[config.mk]
export PLATFORM = sky130hd
export DESIGN_NAME = mem_bus_arbiter_flat
export DESIGN_NICKNAME = d
export VERILOG_FILES = /design/src/rtl/mem_bus_arbiter_pkg.sv /design/src/rtl/mem_bus_arbiter_if.sv /design/src/rtl/mem_bus_arbiter.sv /design/src/flat_wrapper.sv
export SDC_FILE = /design/constraint.sdc
export NUM_CORES = 1
export LEC_CHECK = 0
export CAP_MARGIN = 10
export CELL_PAD_IN_SITES_DETAIL_PLACEMENT = 0
export CELL_PAD_IN_SITES_GLOBAL_PLACEMENT = 2
export CORE_MARGIN = 3
export CORE_UTILIZATION = 16
export DETAILED_ROUTE_END_ITERATION = 8
export PLACE_DENSITY_LB_ADDON = 0.08
export SYNTH_ARGS = -nofsm -noshare
export SYNTH_HDL_FRONTEND = slang
export SYNTH_SLANG_ARGS = --single-unit
[constraint.sdc]
create_clock -name ar_clk -period 2 [get_ports ar_clk]
set_input_delay 0.3 -clock ar_clk [delete_from_list [all_inputs] [get_ports ar_clk]]
set_output_delay 0.3 -clock ar_clk [all_outputs]
set_load 0.03 [all_outputs]
[src/rtl/mem_bus_arbiter_pkg.sv]
// ============================================================================
// Module      : mem_bus_arbiter_pkg
// Description : Shared state encodings, grant IDs and winner selection for
//               the data-memory bus arbiter.
// Revision    : 1.0 - initial release
// ============================================================================
`default_nettype none

package mem_bus_arbiter_pkg;

    typedef enum logic [1:0] {
        AR_IDLE    = 2'd0,
        AR_BUSY_IF = 2'd1,
        AR_BUSY_ME = 2'd2
    } ar_state_e;

    typedef enum logic {
        AR_GNT_IF = 1'b0,
        AR_GNT_ME = 1'b1
    } ar_gnt_e;

    // The memory stage normally wins; fetch wins alone or once it has starved.
    function automatic ar_gnt_e ar_pick(input logic if_req, input logic me_req,
                                        input logic starved);
        if (if_req && (!me_req || starved)) begin
            return AR_GNT_IF;
        end
        return AR_GNT_ME;
    endfunction

endpackage

`default_nettype wire

[src/rtl/mem_bus_arbiter_if.sv]
// ============================================================================
// Module      : mem_bus_arbiter_if
// Description : Requester and slave-side bus signals of the arbiter. The
//               master modport is the arbiter's view, slave the environment's.
// Revision    : 1.0 - initial release
// ============================================================================
`default_nettype none

interface mem_bus_arbiter_if #(
    parameter int AWIDTH = 5,
    parameter int DWIDTH = 32
);
    logic              ar_i_if_cyc;
    logic              ar_i_if_stb;
    logic [AWIDTH-1:0] ar_i_if_addr;
    logic              ar_o_if_ack;
    logic [DWIDTH-1:0] ar_o_if_rdata;
    logic              ar_o_if_stall;
    logic              ar_o_if_err;

    logic              ar_i_me_cyc;
    logic              ar_i_me_stb;
    logic              ar_i_me_we;
    logic [AWIDTH-1:0] ar_i_me_addr;
    logic [DWIDTH-1:0] ar_i_me_wdata;
    logic              ar_o_me_ack;
    logic [DWIDTH-1:0] ar_o_me_rdata;
    logic              ar_o_me_stall;
    logic              ar_o_me_err;

    logic              ar_o_cyc;
    logic              ar_o_stb;
    logic              ar_o_we;
    logic [AWIDTH-1:0] ar_o_addr;
    logic [DWIDTH-1:0] ar_o_wdata;
    logic              ar_i_ack;
    logic [DWIDTH-1:0] ar_i_rdata;

    modport master (
        input  ar_i_if_cyc, ar_i_if_stb, ar_i_if_addr,
        output ar_o_if_ack, ar_o_if_rdata, ar_o_if_stall, ar_o_if_err,
        input  ar_i_me_cyc, ar_i_me_stb, ar_i_me_we, ar_i_me_addr, ar_i_me_wdata,
        output ar_o_me_ack, ar_o_me_rdata, ar_o_me_stall, ar_o_me_err,
        output ar_o_cyc, ar_o_stb, ar_o_we, ar_o_addr, ar_o_wdata,
        input  ar_i_ack, ar_i_rdata
    );

    modport slave (
        output ar_i_if_cyc, ar_i_if_stb, ar_i_if_addr,
        input  ar_o_if_ack, ar_o_if_rdata, ar_o_if_stall, ar_o_if_err,
        output ar_i_me_cyc, ar_i_me_stb, ar_i_me_we, ar_i_me_addr, ar_i_me_wdata,
        input  ar_o_me_ack, ar_o_me_rdata, ar_o_me_stall, ar_o_me_err,
        input  ar_o_cyc, ar_o_stb, ar_o_we, ar_o_addr, ar_o_wdata,
        output ar_i_ack, ar_i_rdata
    );

endinterface

`default_nettype wire

[src/rtl/mem_bus_arbiter.sv]
// ============================================================================
// Module      : mem_bus_arbiter
// Description : Shares one data-memory port between fetch and memory stage
//               with fixed priority, starvation guard and ack timeout.
// Revision    : 1.0 - initial release
// ============================================================================
`default_nettype none

module mem_bus_arbiter #(
    parameter int AWIDTH     = 5,
    parameter int DWIDTH     = 32,
    parameter int TIMEOUT    = 15,
    parameter int STARVE_MAX = 3
) (
    input  wire logic         ar_clk,
    input  wire logic         ar_rst,
    mem_bus_arbiter_if.master bus
);
    import mem_bus_arbiter_pkg::*;

    localparam int WAIT_W   = $clog2(TIMEOUT);
    localparam int STARVE_W = $clog2(STARVE_MAX + 1);
    localparam logic [WAIT_W-1:0]   WAIT_LAST  = WAIT_W'(TIMEOUT - 1);
    localparam logic [STARVE_W-1:0] STARVE_LIM = STARVE_W'(STARVE_MAX);

    ar_state_e             state_q, state_d;
    logic                  cyc_q, cyc_d;
    logic                  stb_q, stb_d;
    logic                  we_q, we_d;
    logic [AWIDTH-1:0]     addr_q, addr_d;
    logic [DWIDTH-1:0]     wdata_q, wdata_d;
    logic [WAIT_W-1:0]     wait_q, wait_d;
    logic [STARVE_W-1:0]   starve_q, starve_d;
    ar_gnt_e               gnt;

    logic if_req, me_req, busy_if, busy_me, busy, own_cyc, ack_fwd, err_fwd;

    assign if_req  = bus.ar_i_if_cyc & bus.ar_i_if_stb;
    assign me_req  = bus.ar_i_me_cyc & bus.ar_i_me_stb;
    assign busy_if = (state_q == AR_BUSY_IF);
    assign busy_me = (state_q == AR_BUSY_ME);
    assign busy    = busy_if | busy_me;
    assign own_cyc = (busy_if & bus.ar_i_if_cyc) | (busy_me & bus.ar_i_me_cyc);

    // An aborted transaction must not report a timeout against a requester that has left.
    assign ack_fwd = busy & bus.ar_i_ack & ~ar_rst;
    assign err_fwd = busy & ~bus.ar_i_ack & own_cyc & (wait_q == WAIT_LAST) & ~ar_rst;

    assign bus.ar_o_if_ack   = ack_fwd & busy_if;
    assign bus.ar_o_me_ack   = ack_fwd & busy_me;
    assign bus.ar_o_if_err   = err_fwd & busy_if;
    assign bus.ar_o_me_err   = err_fwd & busy_me;
    assign bus.ar_o_if_rdata = bus.ar_o_if_ack ? bus.ar_i_rdata : '0;
    assign bus.ar_o_me_rdata = bus.ar_o_me_ack ? bus.ar_i_rdata : '0;
    assign bus.ar_o_if_stall = if_req & ~bus.ar_o_if_ack & ~bus.ar_o_if_err & ~ar_rst;
    assign bus.ar_o_me_stall = me_req & ~bus.ar_o_me_ack & ~bus.ar_o_me_err & ~ar_rst;

    assign bus.ar_o_cyc   = cyc_q;
    assign bus.ar_o_stb   = stb_q;
    assign bus.ar_o_we    = we_q;
    assign bus.ar_o_addr  = addr_q;
    assign bus.ar_o_wdata = wdata_q;

    always_comb begin
        state_d  = state_q;
        cyc_d    = cyc_q;
        stb_d    = 1'b0;
        we_d     = we_q;
        addr_d   = addr_q;
        wdata_d  = wdata_q;
        wait_d   = wait_q;
        starve_d = starve_q;
        gnt      = AR_GNT_ME;

        case (state_q)
            AR_IDLE: begin
                if (if_req || me_req) begin
                    gnt    = ar_pick(if_req, me_req, starve_q == STARVE_LIM);
                    cyc_d  = 1'b1;
                    stb_d  = 1'b1;
                    wait_d = '0;
                    if (gnt == AR_GNT_IF) begin
                        state_d  = AR_BUSY_IF;
                        we_d     = 1'b0;
                        addr_d   = bus.ar_i_if_addr;
                        wdata_d  = '0;
                        starve_d = '0;
                    end else begin
                        state_d = AR_BUSY_ME;
                        we_d    = bus.ar_i_me_we;
                        addr_d  = bus.ar_i_me_addr;
                        wdata_d = bus.ar_i_me_wdata;
                        if (if_req) begin
                            starve_d = starve_q + STARVE_W'(1);
                        end
                    end
                end
            end
            AR_BUSY_IF, AR_BUSY_ME: begin
                // Ack, abort and timeout all close the cycle; ack takes precedence over err.
                if (bus.ar_i_ack || !own_cyc || (wait_q == WAIT_LAST)) begin
                    state_d = AR_IDLE;
                    cyc_d   = 1'b0;
                end else begin
                    wait_d = wait_q + WAIT_W'(1);
                end
            end
            default: begin
                state_d = AR_IDLE;
                cyc_d   = 1'b0;
            end
        endcase
    end

    always_ff @(posedge ar_clk) begin
        if (ar_rst) begin
            state_q  <= AR_IDLE;
            cyc_q    <= 1'b0;
            stb_q    <= 1'b0;
            we_q     <= 1'b0;
            addr_q   <= '0;
            wdata_q  <= '0;
            wait_q   <= '0;
            starve_q <= '0;
        end else begin
            state_q  <= state_d;
            cyc_q    <= cyc_d;
            stb_q    <= stb_d;
            we_q     <= we_d;
            addr_q   <= addr_d;
            wdata_q  <= wdata_d;
            wait_q   <= wait_d;
            starve_q <= starve_d;
        end
    end

endmodule

`default_nettype wire

[src/flat_wrapper.sv]
// flat-port wrapper written by rule: the top's interface ports become plain ports
module mem_bus_arbiter_flat import mem_bus_arbiter_pkg::*;
#(
    parameter int AWIDTH     = 5,
    parameter int DWIDTH     = 32,
    parameter int TIMEOUT    = 15,
    parameter int STARVE_MAX = 3
)
  (ar_clk, ar_rst, bus_ar_i_if_cyc, bus_ar_i_if_stb, bus_ar_i_if_addr, bus_ar_o_if_ack, bus_ar_o_if_rdata, bus_ar_o_if_stall, bus_ar_o_if_err, bus_ar_i_me_cyc, bus_ar_i_me_stb, bus_ar_i_me_we, bus_ar_i_me_addr, bus_ar_i_me_wdata, bus_ar_o_me_ack, bus_ar_o_me_rdata, bus_ar_o_me_stall, bus_ar_o_me_err, bus_ar_o_cyc, bus_ar_o_stb, bus_ar_o_we, bus_ar_o_addr, bus_ar_o_wdata, bus_ar_i_ack, bus_ar_i_rdata);
  mem_bus_arbiter_if #(.AWIDTH(AWIDTH), .DWIDTH(DWIDTH)) bus_i ();
  input  wire logic ar_clk;
  input  wire logic ar_rst;
  input wire logic [$bits(bus_i.ar_i_if_cyc)-1:0] bus_ar_i_if_cyc;
  input wire logic [$bits(bus_i.ar_i_if_stb)-1:0] bus_ar_i_if_stb;
  input wire logic [$bits(bus_i.ar_i_if_addr)-1:0] bus_ar_i_if_addr;
  output wire logic [$bits(bus_i.ar_o_if_ack)-1:0] bus_ar_o_if_ack;
  output wire logic [$bits(bus_i.ar_o_if_rdata)-1:0] bus_ar_o_if_rdata;
  output wire logic [$bits(bus_i.ar_o_if_stall)-1:0] bus_ar_o_if_stall;
  output wire logic [$bits(bus_i.ar_o_if_err)-1:0] bus_ar_o_if_err;
  input wire logic [$bits(bus_i.ar_i_me_cyc)-1:0] bus_ar_i_me_cyc;
  input wire logic [$bits(bus_i.ar_i_me_stb)-1:0] bus_ar_i_me_stb;
  input wire logic [$bits(bus_i.ar_i_me_we)-1:0] bus_ar_i_me_we;
  input wire logic [$bits(bus_i.ar_i_me_addr)-1:0] bus_ar_i_me_addr;
  input wire logic [$bits(bus_i.ar_i_me_wdata)-1:0] bus_ar_i_me_wdata;
  output wire logic [$bits(bus_i.ar_o_me_ack)-1:0] bus_ar_o_me_ack;
  output wire logic [$bits(bus_i.ar_o_me_rdata)-1:0] bus_ar_o_me_rdata;
  output wire logic [$bits(bus_i.ar_o_me_stall)-1:0] bus_ar_o_me_stall;
  output wire logic [$bits(bus_i.ar_o_me_err)-1:0] bus_ar_o_me_err;
  output wire logic [$bits(bus_i.ar_o_cyc)-1:0] bus_ar_o_cyc;
  output wire logic [$bits(bus_i.ar_o_stb)-1:0] bus_ar_o_stb;
  output wire logic [$bits(bus_i.ar_o_we)-1:0] bus_ar_o_we;
  output wire logic [$bits(bus_i.ar_o_addr)-1:0] bus_ar_o_addr;
  output wire logic [$bits(bus_i.ar_o_wdata)-1:0] bus_ar_o_wdata;
  input wire logic [$bits(bus_i.ar_i_ack)-1:0] bus_ar_i_ack;
  input wire logic [$bits(bus_i.ar_i_rdata)-1:0] bus_ar_i_rdata;
  assign bus_i.ar_i_if_cyc = bus_ar_i_if_cyc;
  assign bus_i.ar_i_if_stb = bus_ar_i_if_stb;
  assign bus_i.ar_i_if_addr = bus_ar_i_if_addr;
  assign bus_ar_o_if_ack = bus_i.ar_o_if_ack;
  assign bus_ar_o_if_rdata = bus_i.ar_o_if_rdata;
  assign bus_ar_o_if_stall = bus_i.ar_o_if_stall;
  assign bus_ar_o_if_err = bus_i.ar_o_if_err;
  assign bus_i.ar_i_me_cyc = bus_ar_i_me_cyc;
  assign bus_i.ar_i_me_stb = bus_ar_i_me_stb;
  assign bus_i.ar_i_me_we = bus_ar_i_me_we;
  assign bus_i.ar_i_me_addr = bus_ar_i_me_addr;
  assign bus_i.ar_i_me_wdata = bus_ar_i_me_wdata;
  assign bus_ar_o_me_ack = bus_i.ar_o_me_ack;
  assign bus_ar_o_me_rdata = bus_i.ar_o_me_rdata;
  assign bus_ar_o_me_stall = bus_i.ar_o_me_stall;
  assign bus_ar_o_me_err = bus_i.ar_o_me_err;
  assign bus_ar_o_cyc = bus_i.ar_o_cyc;
  assign bus_ar_o_stb = bus_i.ar_o_stb;
  assign bus_ar_o_we = bus_i.ar_o_we;
  assign bus_ar_o_addr = bus_i.ar_o_addr;
  assign bus_ar_o_wdata = bus_i.ar_o_wdata;
  assign bus_i.ar_i_ack = bus_ar_i_ack;
  assign bus_i.ar_i_rdata = bus_ar_i_rdata;
  mem_bus_arbiter #(.AWIDTH(AWIDTH), .DWIDTH(DWIDTH), .TIMEOUT(TIMEOUT), .STARVE_MAX(STARVE_MAX)) u_core (.ar_clk(ar_clk), .ar_rst(ar_rst), .bus(bus_i));
endmodule
==> results.sh, run 1 <==
export IMPL_rsz0062_at_grt="yes"
export IMPL_io_pins=192
export IMPL_grt_max_degree=35
export IMPL_syn_area_um2=2390
export IMPL_start_kind="flip-flop"
export IMPL_layout_cells_non_filler=667
export IMPL_avgSynthCellArea_um2=8.56
export IMPL_via_per_inst=4.18
export IMPL_r2r_start="u_core.state_q[1]$_SDFFE_PP0P_"
export IMPL_fmax_ghz=0.460
export IMPL_place_congestion=0.698
export IMPL_r2r_slack_ns=0.10
export IMPL_layout_setup_ws_ns=-0.175
export IMPL_slew_headroom_pct=73.1
export IMPL_ir_worst_vdd_mv=0.298
export IMPL_max_cap_viol_count=0
export IMPL_place_inst=648
export IMPL_synth_edf_count=0
export IMPL_hold_class="reg2reg"
export IMPL_max_slew_worst_pin_slew_ns=0.401
export IMPL_yosysTopAreaCellShare_pct=40.3
export IMPL_crit_required_ns=1.70
export IMPL_ant_nets=0
export IMPL_yosysUniqueCellTypes=35
export IMPL_syn_to_final_growth_pct=117
export IMPL_drc=0
export IMPL_endpoint_kind="output port"
export IMPL_synthTopCellsByCount="and2_1, dfxtp_1, nor2_1"
export IMPL_status="complete, but fails checks"
export IMPL_syn_num_nets=368
export IMPL_clk_pin_slew_ns=0.07
export IMPL_p_leak_nw=2.12
export IMPL_io_buffers=191
export IMPL_routedWlPerCell_um=15.4
export IMPL_place_area_um2=4530
export IMPL_r2r_end="u_core.bus.ar_o_cyc$_SDFFE_PP0P_"
export IMPL_design_die_area_um2=16400
export IMPL_grt_usage_pct=11.7
export IMPL_yosysTopAreaCell="dfxtp_1"
export IMPL_ys_flop_type="dfxtp_1"
export IMPL_fin_nets=571
export IMPL_die_x_um=128
export IMPL_cp_max_fo=5
export IMPL_yosys_top_cells_area="dfxtp_1, and2_1, a22oi_1"
export IMPL_dp_hpwl_um=7330
export IMPL_violations="setup timing"
export IMPL_cts_made_buffers=5
export IMPL_worstSetupPathType="reg2out"
export IMPL_post_place_ws_ns=-0.0196
export IMPL_overflow=0
export IMPL_skew_ns=0.00710
export IMPL_final_area_um2=5180
export IMPL_first_iter_violations=63
export IMPL_yosysSeqAreaShare_pct=40.3
export IMPL_clock_sinks=48
export IMPL_core_area_um2=14600
export IMPL_setup_viol=70
export IMPL_clk_latency_ns=0.29
export IMPL_h_tree_depth=2
export IMPL_finalCriticalPeriod_ns=2.17
export IMPL_synthArstFlopShare_pct=0
export IMPL_rows=44
export IMPL_cts_root_buf="clkbuf_16"
export IMPL_ys_seq_elements=48
export IMPL_grt_pass1_wl_um=15200
export IMPL_initial_core_util_pct=16.4
export IMPL_first_pass_iters=4
export IMPL_pwr_density_cell_nw_per_um2=499
export IMPL_clk_path_buf_depth=2
export IMPL_final_layout_size_suffix_gt1_share_pct=36.2
export IMPL_cts_tree="done"
export IMPL_finalCritPeriodShare_pct=109
export IMPL_power_total_mw=2.58
export IMPL_grt_pass1_vias=2793
export IMPL_worst_hold_slack_ns=0.467
export IMPL_antenna_found_initial=0
export IMPL_timing_final_max_slew_violations=0
export IMPL_yosysMostFrequentCell="and2_1"
export IMPL_hold_viol=0
export IMPL_worstHoldStart="u_core.bus.ar_o_cyc$_SDFFE_PP0P_"
export IMPL_antennaDiodeCount=0
export IMPL_yosysWarningCount=0
export IMPL_syn_inst=279
export IMPL_hold_depth=1
export IMPL_min_to="u_core.bus.ar_o_cyc$_SDFFE_PP0P_"
export IMPL_chipHeight_um=128
export IMPL_vias=2785
export IMPL_cp_arrival_ns=1.87
export IMPL_routed_wl_um=10300
export IMPL_r2r_cells=7
-- critical path: stages, from the launching register on --
cell and delay, ns:
dfxtp_4 0.36, inv_4 0.04, ha_4 0.25, nor2b_4 0.20, buf_6 0.13, nand2_4 0.05, nor4_4 0.34, buf_4 0.23
-- cells by family (layout without fill, tap and decap cells) --
logic type                 Yosys count  after routing  synth area share [%]
AOI/OAI and AO/OA                   57             57                  18.5
and+or+nand+nor                    132            132                  29.7
muxes                                6              6                  2.52
adders and majority gates            7              7                  3.67
buffers and inverters               29            233                  5.35
DFF                                 48             48                  40.3
-- per-layer routing --
metal / vias up / wire length, um / share of wire [%] / track usage [%]
li1: 1378 / - / - / -
met1: 1272 / 4080 / 40 / 13.4
met2: 128 / 5170 / 50 / 20.7
met3: 7 / 963 / 9.3 / 4.08
met4: 0 / 96 / 0.93 / 3.00
met5: - / 0 / 0 / 0
-- stage by stage --
stage               setup TNS (ns)  util (%)
floorplan                        0         -
global placement                 0      31.1
global route                -15.82      35.5
CTS                         -10.72      33.7
detailed placement         -0.0196      31.1
finish                       -9.75      35.5
-- flip-flops by register name (all words and copies together) (netlist names) --
signal / flops
u_core.bus.ar_o_we: 1
u_core.state_q: 2
u_core.bus.ar_o_addr: 5
u_core.bus.ar_o_wdata: 32
u_core.starve_q: 2
u_core.wait_q: 4
u_core.bus.ar_o_stb: 1
u_core.bus.ar_o_cyc: 1
-- cell type report --
cell class | instances | area (um^2)
Clock buffer | 6 | 129
Clock inverter | 2 | 16.3
Fill cell | 1471 | 9410
Inverter | 8 | 32.5
Multi-Input combinational cell | 202 | 1530
Sequential cell | 48 | 966
Tap cell | 184 | 230
Timing Repair Buffer | 217 | 2280
-- cells in the final DEF (no fill, tap or decap), types with 3 or more instances in the layout --
master	instances
ha_1	5
dfxtp_1	46
buf_6	69
nand3_1	5
nor2_1	41
clkbuf_16	6
inv_1	6
and2_2	14
clkdlybuf4s50_1	120
buf_4	20
mux2i_1	6
o2bb2ai_1	3
buf_12	4
a211oi_1	6
and2_4	37
nand2_1	3
a22oi_1	34
nor4_4	4
and2_1	13
-- power breakdown --
| part | internal, mW | switching [mW] |
|---|---|---|
| Sequential | 1.01 | 0.0261 |
| Clock | 0.467 | 0.382 |
| Combinational | 0.360 | 0.343 |
| Total | 1.83 | 0.750 |
-- repair_timing --
action / 4_1_cts / 5_1_grt
hold endpoints to repair: 0 / 0
setup endpoints to repair: 70 / 71
buffers inserted: 7 / 1
resized for setup: 47 / 71
pin swaps: 7 / 15
hold buffers: 0 / 0
gates cloned: 1 / 2
-- how the worst max path moves through the flow --
stage                                   startpoint           endpoint  slack, ns  cells after the start
global placement                   bus_ar_i_if_cyc  bus_ar_o_if_stall       0.03                      5
detailed placement                 bus_ar_i_if_cyc  bus_ar_o_if_stall      -0.02                      5
finish              u_core.state_q[0]$_SDFFE_PP0P_    bus_ar_o_me_err      -0.17                      7
floorplan           u_core.state_q[0]$_SDFFE_PP0P_  bus_ar_o_if_stall       0.03                      6
CTS                 u_core.state_q[0]$_SDFFE_PP0P_  bus_ar_o_me_stall      -0.20                      8
global route        u_core.state_q[0]$_SDFFE_PP0P_  bus_ar_o_me_stall      -0.26                      8
(Power assumes the default switching activity.)
==> run 2: changes to the inputs <==
Settings changed: REMOVE_ABC_BUFFERS set to 1.
==> results.sh, run 2 (same netlist as run 1, synthesis figures left out) <==
export IMPL_grt_pass1_vias=2855
export IMPL_worstSetupPathType="reg2out"
export IMPL_rsz0062_at_grt="yes"
export IMPL_layout_setup_ws_ns=-0.176
export IMPL_p_leak_nw=2.16
export IMPL_place_congestion=0.719
export IMPL_largest_register_ffs=32
export IMPL_grt_max_degree=50
export IMPL_route_met2_wl_um=4920
export IMPL_cp_arrival_ns=1.88
export IMPL_crit_required_ns=1.70
export IMPL_io_pins=192
export IMPL_antennaDiodeCount=0
export IMPL_cts_root_buf="clkbuf_16"
export IMPL_final_common_cell="clkdlybuf4s50_1"
export IMPL_cp_max_fo=3
export IMPL_chipHeight_um=128
export IMPL_highest_layer="met4"
export IMPL_max_slew_worst_pin_slew_ns=0.567
export IMPL_routedWlPerCell_um=15.1
export IMPL_syn_to_final_growth_pct=123
export IMPL_endpoint_kind="output port"
export IMPL_start_kind="flip-flop"
export IMPL_seqPwrFrac_pct=36.8
export IMPL_ant_nets=0
export IMPL_worst_path_buf_inv=4
export IMPL_pwr_density_cell_nw_per_um2=529
export IMPL_min_to="u_core.bus.ar_o_cyc$_SDFFE_PP0P_"
export IMPL_timing_final_max_slew_violations=0
export IMPL_wl_met3_um=1000
export IMPL_fin_nets=571
export IMPL_path_cells="buf_4 -> ha_2 -> a22oi_2 -> buf_4 -> nor4_4 -> buf_4 -> buf_12"
export IMPL_skew_ns=0.00376
export IMPL_hold_class="reg2reg"
export IMPL_first_pass_iters=4
export IMPL_hold_viol=0
export IMPL_clock_sinks=48
export IMPL_clk_latency_ns=0.29
export IMPL_nFillCells=1437
export IMPL_crit_family="buffers and inverters"
export IMPL_worstHoldStart="u_core.bus.ar_o_cyc$_SDFFE_PP0P_"
export IMPL_clk_pin_slew_ns=0.06
export IMPL_hold_depth=1
export IMPL_grt_pass1_wl_um=14800
export IMPL_initial_core_util_pct=16.4
export IMPL_cpMostUsedCell="buf_4"
export IMPL_rows=44
export IMPL_path_depth=7
export IMPL_final_core_util_pct=36.5
export IMPL_design_die_area_um2=16400
export IMPL_wl_met1_um=4000
export IMPL_slowest_stage="dfxtp_2"
export IMPL_clk_path_buf_depth=2
export IMPL_place_inst=650
export IMPL_r2r_slack_ns=0.13
export IMPL_layout_cells_non_filler=666
export IMPL_antenna_found_initial=0
export IMPL_h_tree_depth=2
export IMPL_cts_tree="done"
export IMPL_final_area_um2=5320
export IMPL_core_area_um2=14600
export IMPL_swShare_pct=26.2
export IMPL_vias=2823
export IMPL_finalCritPeriodShare_pct=109
export IMPL_status="complete, but fails checks"
export IMPL_cpPeakStageDelay_ns=0.35
export IMPL_finalCriticalPeriod_ns=2.18
export IMPL_max_cap_viol_count=0
export IMPL_clockPowerShare_pct=38.3
export IMPL_routed_wl_um=10000
export IMPL_worst_hold_slack_ns=0.475
export IMPL_drc=0
export IMPL_first_iter_violations=57
export IMPL_r2r_cells=8
export IMPL_slew_headroom_pct=62.2
export IMPL_cts_made_buffers=5
export IMPL_violations="setup timing"
export IMPL_p_int_mw=2.07
export IMPL_die_x_um=128
export IMPL_pwr_share_comb_pct=24.9
export IMPL_r2r_end="u_core.bus.ar_o_cyc$_SDFFE_PP0P_"
export IMPL_r2r_start="u_core.state_q[1]$_SDFFE_PP0P_"
export IMPL_post_place_ws_ns=-0.0854
export IMPL_mostFrequentLayoutCells="clkdlybuf4s50_1, buf_6, and2_4"
export IMPL_via_per_inst=4.24
export IMPL_setup_viol=69
export IMPL_place_area_um2=4490
export IMPL_fmax_ghz=0.460
export IMPL_grt_usage_pct=11.3
export IMPL_dp_hpwl_um=6620
export IMPL_io_buffers=191
export IMPL_overflow=0
export IMPL_ir_worst_vdd_mv=0.444
export IMPL_p_switching_mw=0.738
export IMPL_final_layout_size_suffix_gt1_share_pct=36.7
run 2: changes by cell type in the layout (fill, tap and decap cells not counted), sizes merged:
cell and delta:
buf -2, bufinv +2, clkbuf +1, clkinv -1
clkinvlp -1
run 2: metrics by stage:
| stage | TNS [ns] | power (mW) |
|---|---|---|
| floorplan | -30.00 | 1.32 |
| global placement | -0.159 | 1.71 |
| detailed placement | -0.164 | 1.72 |
| CTS | -7.80 | 2.85 |
| global route | -14.59 | 2.96 |
| finish | -9.25 | 2.81 |
run 2: power by group through the flow:
stage               clock network [mW]  logic [mW]  registers, mW
floorplan                            0       0.172           1.15
global placement                     0       0.661           1.05
detailed placement                   0       0.663           1.05
CTS                               1.12       0.695           1.03
global route                      1.16       0.756           1.04
finish                            1.08       0.701           1.04
run 2: final cells by class:
| cell class | instances | area, um^2 | area share (%) |
|---|---|---|---|
| clock buffer | 5 | 125 | 2.35 |
| multi-input combinational | 202 | 1550 | 29.1 |
| clock inverter | 2 | 60.1 | 1.13 |
| tap | 184 | 230 | 4.33 |
| inverter | 8 | 32.5 | 0.611 |
| sequential | 48 | 963 | 18.1 |
| timing repair buffer | 217 | 2360 | 44.3 |
run 2: worst max path at each step:
| stage | startpoint | to | slack, ns |
|---|---|---|---|
| after floorplan | u_core.state_q[0]$_SDFFE_PP0P_ | bus_ar_o_if_stall | -0.80 |
| after global placement | bus_ar_i_if_cyc | bus_ar_o_me_stall | -0.09 |
| after detailed placement | bus_ar_i_if_cyc | bus_ar_o_if_stall | -0.09 |
| after CTS | u_core.state_q[1]$_SDFFE_PP0P_ | bus_ar_o_if_stall | -0.16 |
| after global routing | u_core.state_q[1]$_SDFFE_PP0P_ | bus_ar_o_if_err | -0.26 |
| final | u_core.state_q[1]$_SDFFE_PP0P_ | bus_ar_o_if_err | -0.18 |
run 2: layer usage:
layer	global-route usage [%]	vias to the layer above
met2	19.8	146
met1	12.9	1304
li1	-	1365
met3	3.92	8
met4	3.25	0
met5	0	-
run 2: what timing repair did:
action,in CTS,in global routing
cloned,1,4
hold buffers,0,0
gates resized for setup,88,57
pin swaps,5,36
setup buffers,3,1
setup endpoints to repair,70,71
==> run 3: changes to the inputs <==
Settings changed: CORE_UTILIZATION 16 to 31, DONT_BUFFER_PORTS set to 1.
==> results.sh, run 3 (same netlist as run 1, synthesis figures left out) <==
export IMPL_status="complete, but fails checks"
export IMPL_violations="setup timing"
export IMPL_clk_path_buf_depth=2
export IMPL_fmax_ghz=0.461
export IMPL_pwr_density_cell_nw_per_um2=515
export IMPL_max_slew_worst_pin_slew_ns=0.543
export IMPL_clock_sinks=48
export IMPL_largest_register_ffs=32
export IMPL_routed_wl_um=8560
export IMPL_h_tree_depth=2
export IMPL_hold_class="in2reg"
export IMPL_finalSetupTns_ns=-8.62
export IMPL_p_leak_nw=1.63
export IMPL_overflow=0
export IMPL_routedWlPerCell_um=18.7
export IMPL_vias=2344
export IMPL_core_area_um2=7370
export IMPL_first_iter_violations=88
export IMPL_power_total_mw=1.96
export IMPL_rows=31
export IMPL_grt_pass1_wl_um=11700
export IMPL_final_core_util_pct=51.7
export IMPL_skew_ns=0.00454
export IMPL_grt_max_degree=53
export IMPL_crit_required_ns=1.70
export IMPL_cp_arrival_ns=1.87
export IMPL_antenna_found_initial=0
export IMPL_place_inst=439
export IMPL_clk_latency_ns=0.29
export IMPL_syn_to_final_growth_pct=59.7
export IMPL_cp_max_fo=8
export IMPL_via_per_inst=5.13
export IMPL_ant_nets=0
export IMPL_start_kind="flip-flop"
export IMPL_clk_pin_slew_ns=0.08
export IMPL_rsz0062_at_grt="yes"
export IMPL_grt_usage_pct=16.9
export IMPL_endpoint_kind="output port"
export IMPL_cts_tree="done"
export IMPL_drc=0
export IMPL_mostFrequentLayoutCells="buf_6, and2_4, dfxtp_1"
export IMPL_layout_setup_ws_ns=-0.169
export IMPL_layout_cells_non_filler=457
export IMPL_finalCritPeriodShare_pct=108
export IMPL_chipHeight_um=93.8
export IMPL_max_cap_viol_count=0
export IMPL_timing_final_max_slew_violations=0
export IMPL_worstSetupPathType="reg2out"
export IMPL_antennaDiodeCount=0
export IMPL_fin_nets=447
export IMPL_final_common_cell="buf_6"
export IMPL_grt_pass1_vias=2221
export IMPL_cts_root_buf="clkbuf_8"
export IMPL_design_die_area_um2=8790
export IMPL_final_layout_size_suffix_gt1_share_pct=50.8
export IMPL_io_pins=192
export IMPL_die_x_um=93.8
export IMPL_setup_viol=70
export IMPL_finalCriticalPeriod_ns=2.17
export IMPL_first_pass_iters=4
export IMPL_dp_hpwl_um=5910
export IMPL_slew_headroom_pct=63.6
export IMPL_initial_core_util_pct=32.4
export IMPL_ir_worst_vdd_mv=0.454
export IMPL_place_congestion=0.734
export IMPL_io_buffers=0
export IMPL_hold_viol=0
export IMPL_cts_made_buffers=5
==> run 3: changes by cell type in the layout (fill, tap and decap cells not counted), moves of 2 or more <==
cell,previous run,this run
bufinv_16,2,0
buf_4,16,14
buf_6,67,73
clkbuf_8,0,5
and2_4,54,64
clkdlybuf4s50_1,120,0
and2_1,10,0
buf_12,8,3
clkbuf_16,8,2
==> run 3: path summary, 6_finish.rpt <==
kind | start | endpoint | slack [ns] | cells past startpoint
worst min-delay path | ar_rst | u_core.bus.ar_o_wdata[9]$_SDFFE_PP0P_ | 0.07 | 1
worst max-delay path | u_core.state_q[1]$_SDFFE_PP0P_ | bus_ar_o_if_rdata[28] | -0.17 | 7
worst min register to register | u_core.starve_q[1]$_SDFFE_PP0P_ | u_core.starve_q[1]$_SDFFE_PP0P_ | 0.52 | 2
worst max register to register | u_core.state_q[0]$_SDFFE_PP0P_ | u_core.state_q[0]$_SDFFE_PP0P_ | 0.18 | 9
==> run 3: through the flow <==
step / setup WS, ns / cell area, um^2 / hold WS [ns]
floorplan: -0.796 / 2290 / 0.369
global placement: 0.0433 / 3080 / 0.377
detailed placement: -0.0185 / 3080 / 0.381
CTS: -0.175 / 3690 / 0.0584
global route: -0.260 / 3810 / 0.0497
finish: -0.169 / 3810 / 0.0694
==> run 3: what timing repair did <==
action                                  4_1_cts  5_1_grt
endpoints found under the setup margin       70       70
setup buffers                                 8        0
cloned                                        2        3
pin swaps                                     5        4
hold buffers                                  0        0
resized for setup                           116       42
==> run 3: power breakdown <==
part,internal (mW),switching [mW]
clock network,0.238,0.291
registers,1.01,0.130
logic,0.137,0.161
total,1.38,0.582
==> run 3: routing by layer <==
layer | GRT usage, % | vias up | share of wire [%]
met4 | 6.62 | 0 | 3.4
met3 | 4.73 | 18 | 10
li1 | - | 1120 | -
met5 | 0 | - | 0
met2 | 30.3 | 134 | 52
met1 | 18.6 | 1072 | 34
==> run 3: final cells by class <==
class                           instances  area, um^2
Fill cell                             633        3560
Multi-Input combinational cell        202        1570
Timing Repair Buffer                   93        1050
Sequential cell                        48         963
Tap cell                               99         124
Clock buffer                            6        72.6
Inverter                                8        30.0
Clock inverter                          1        5.00
==> run 3: critical path, cell delays in order, from the launching register on <==
cell       delay, ns
dfxtp_2         0.34
inv_2           0.06
ha_4            0.26
nor2b_4         0.19
and3_4          0.30
clkbuf_16       0.18
and2_4          0.14
buf_6           0.12
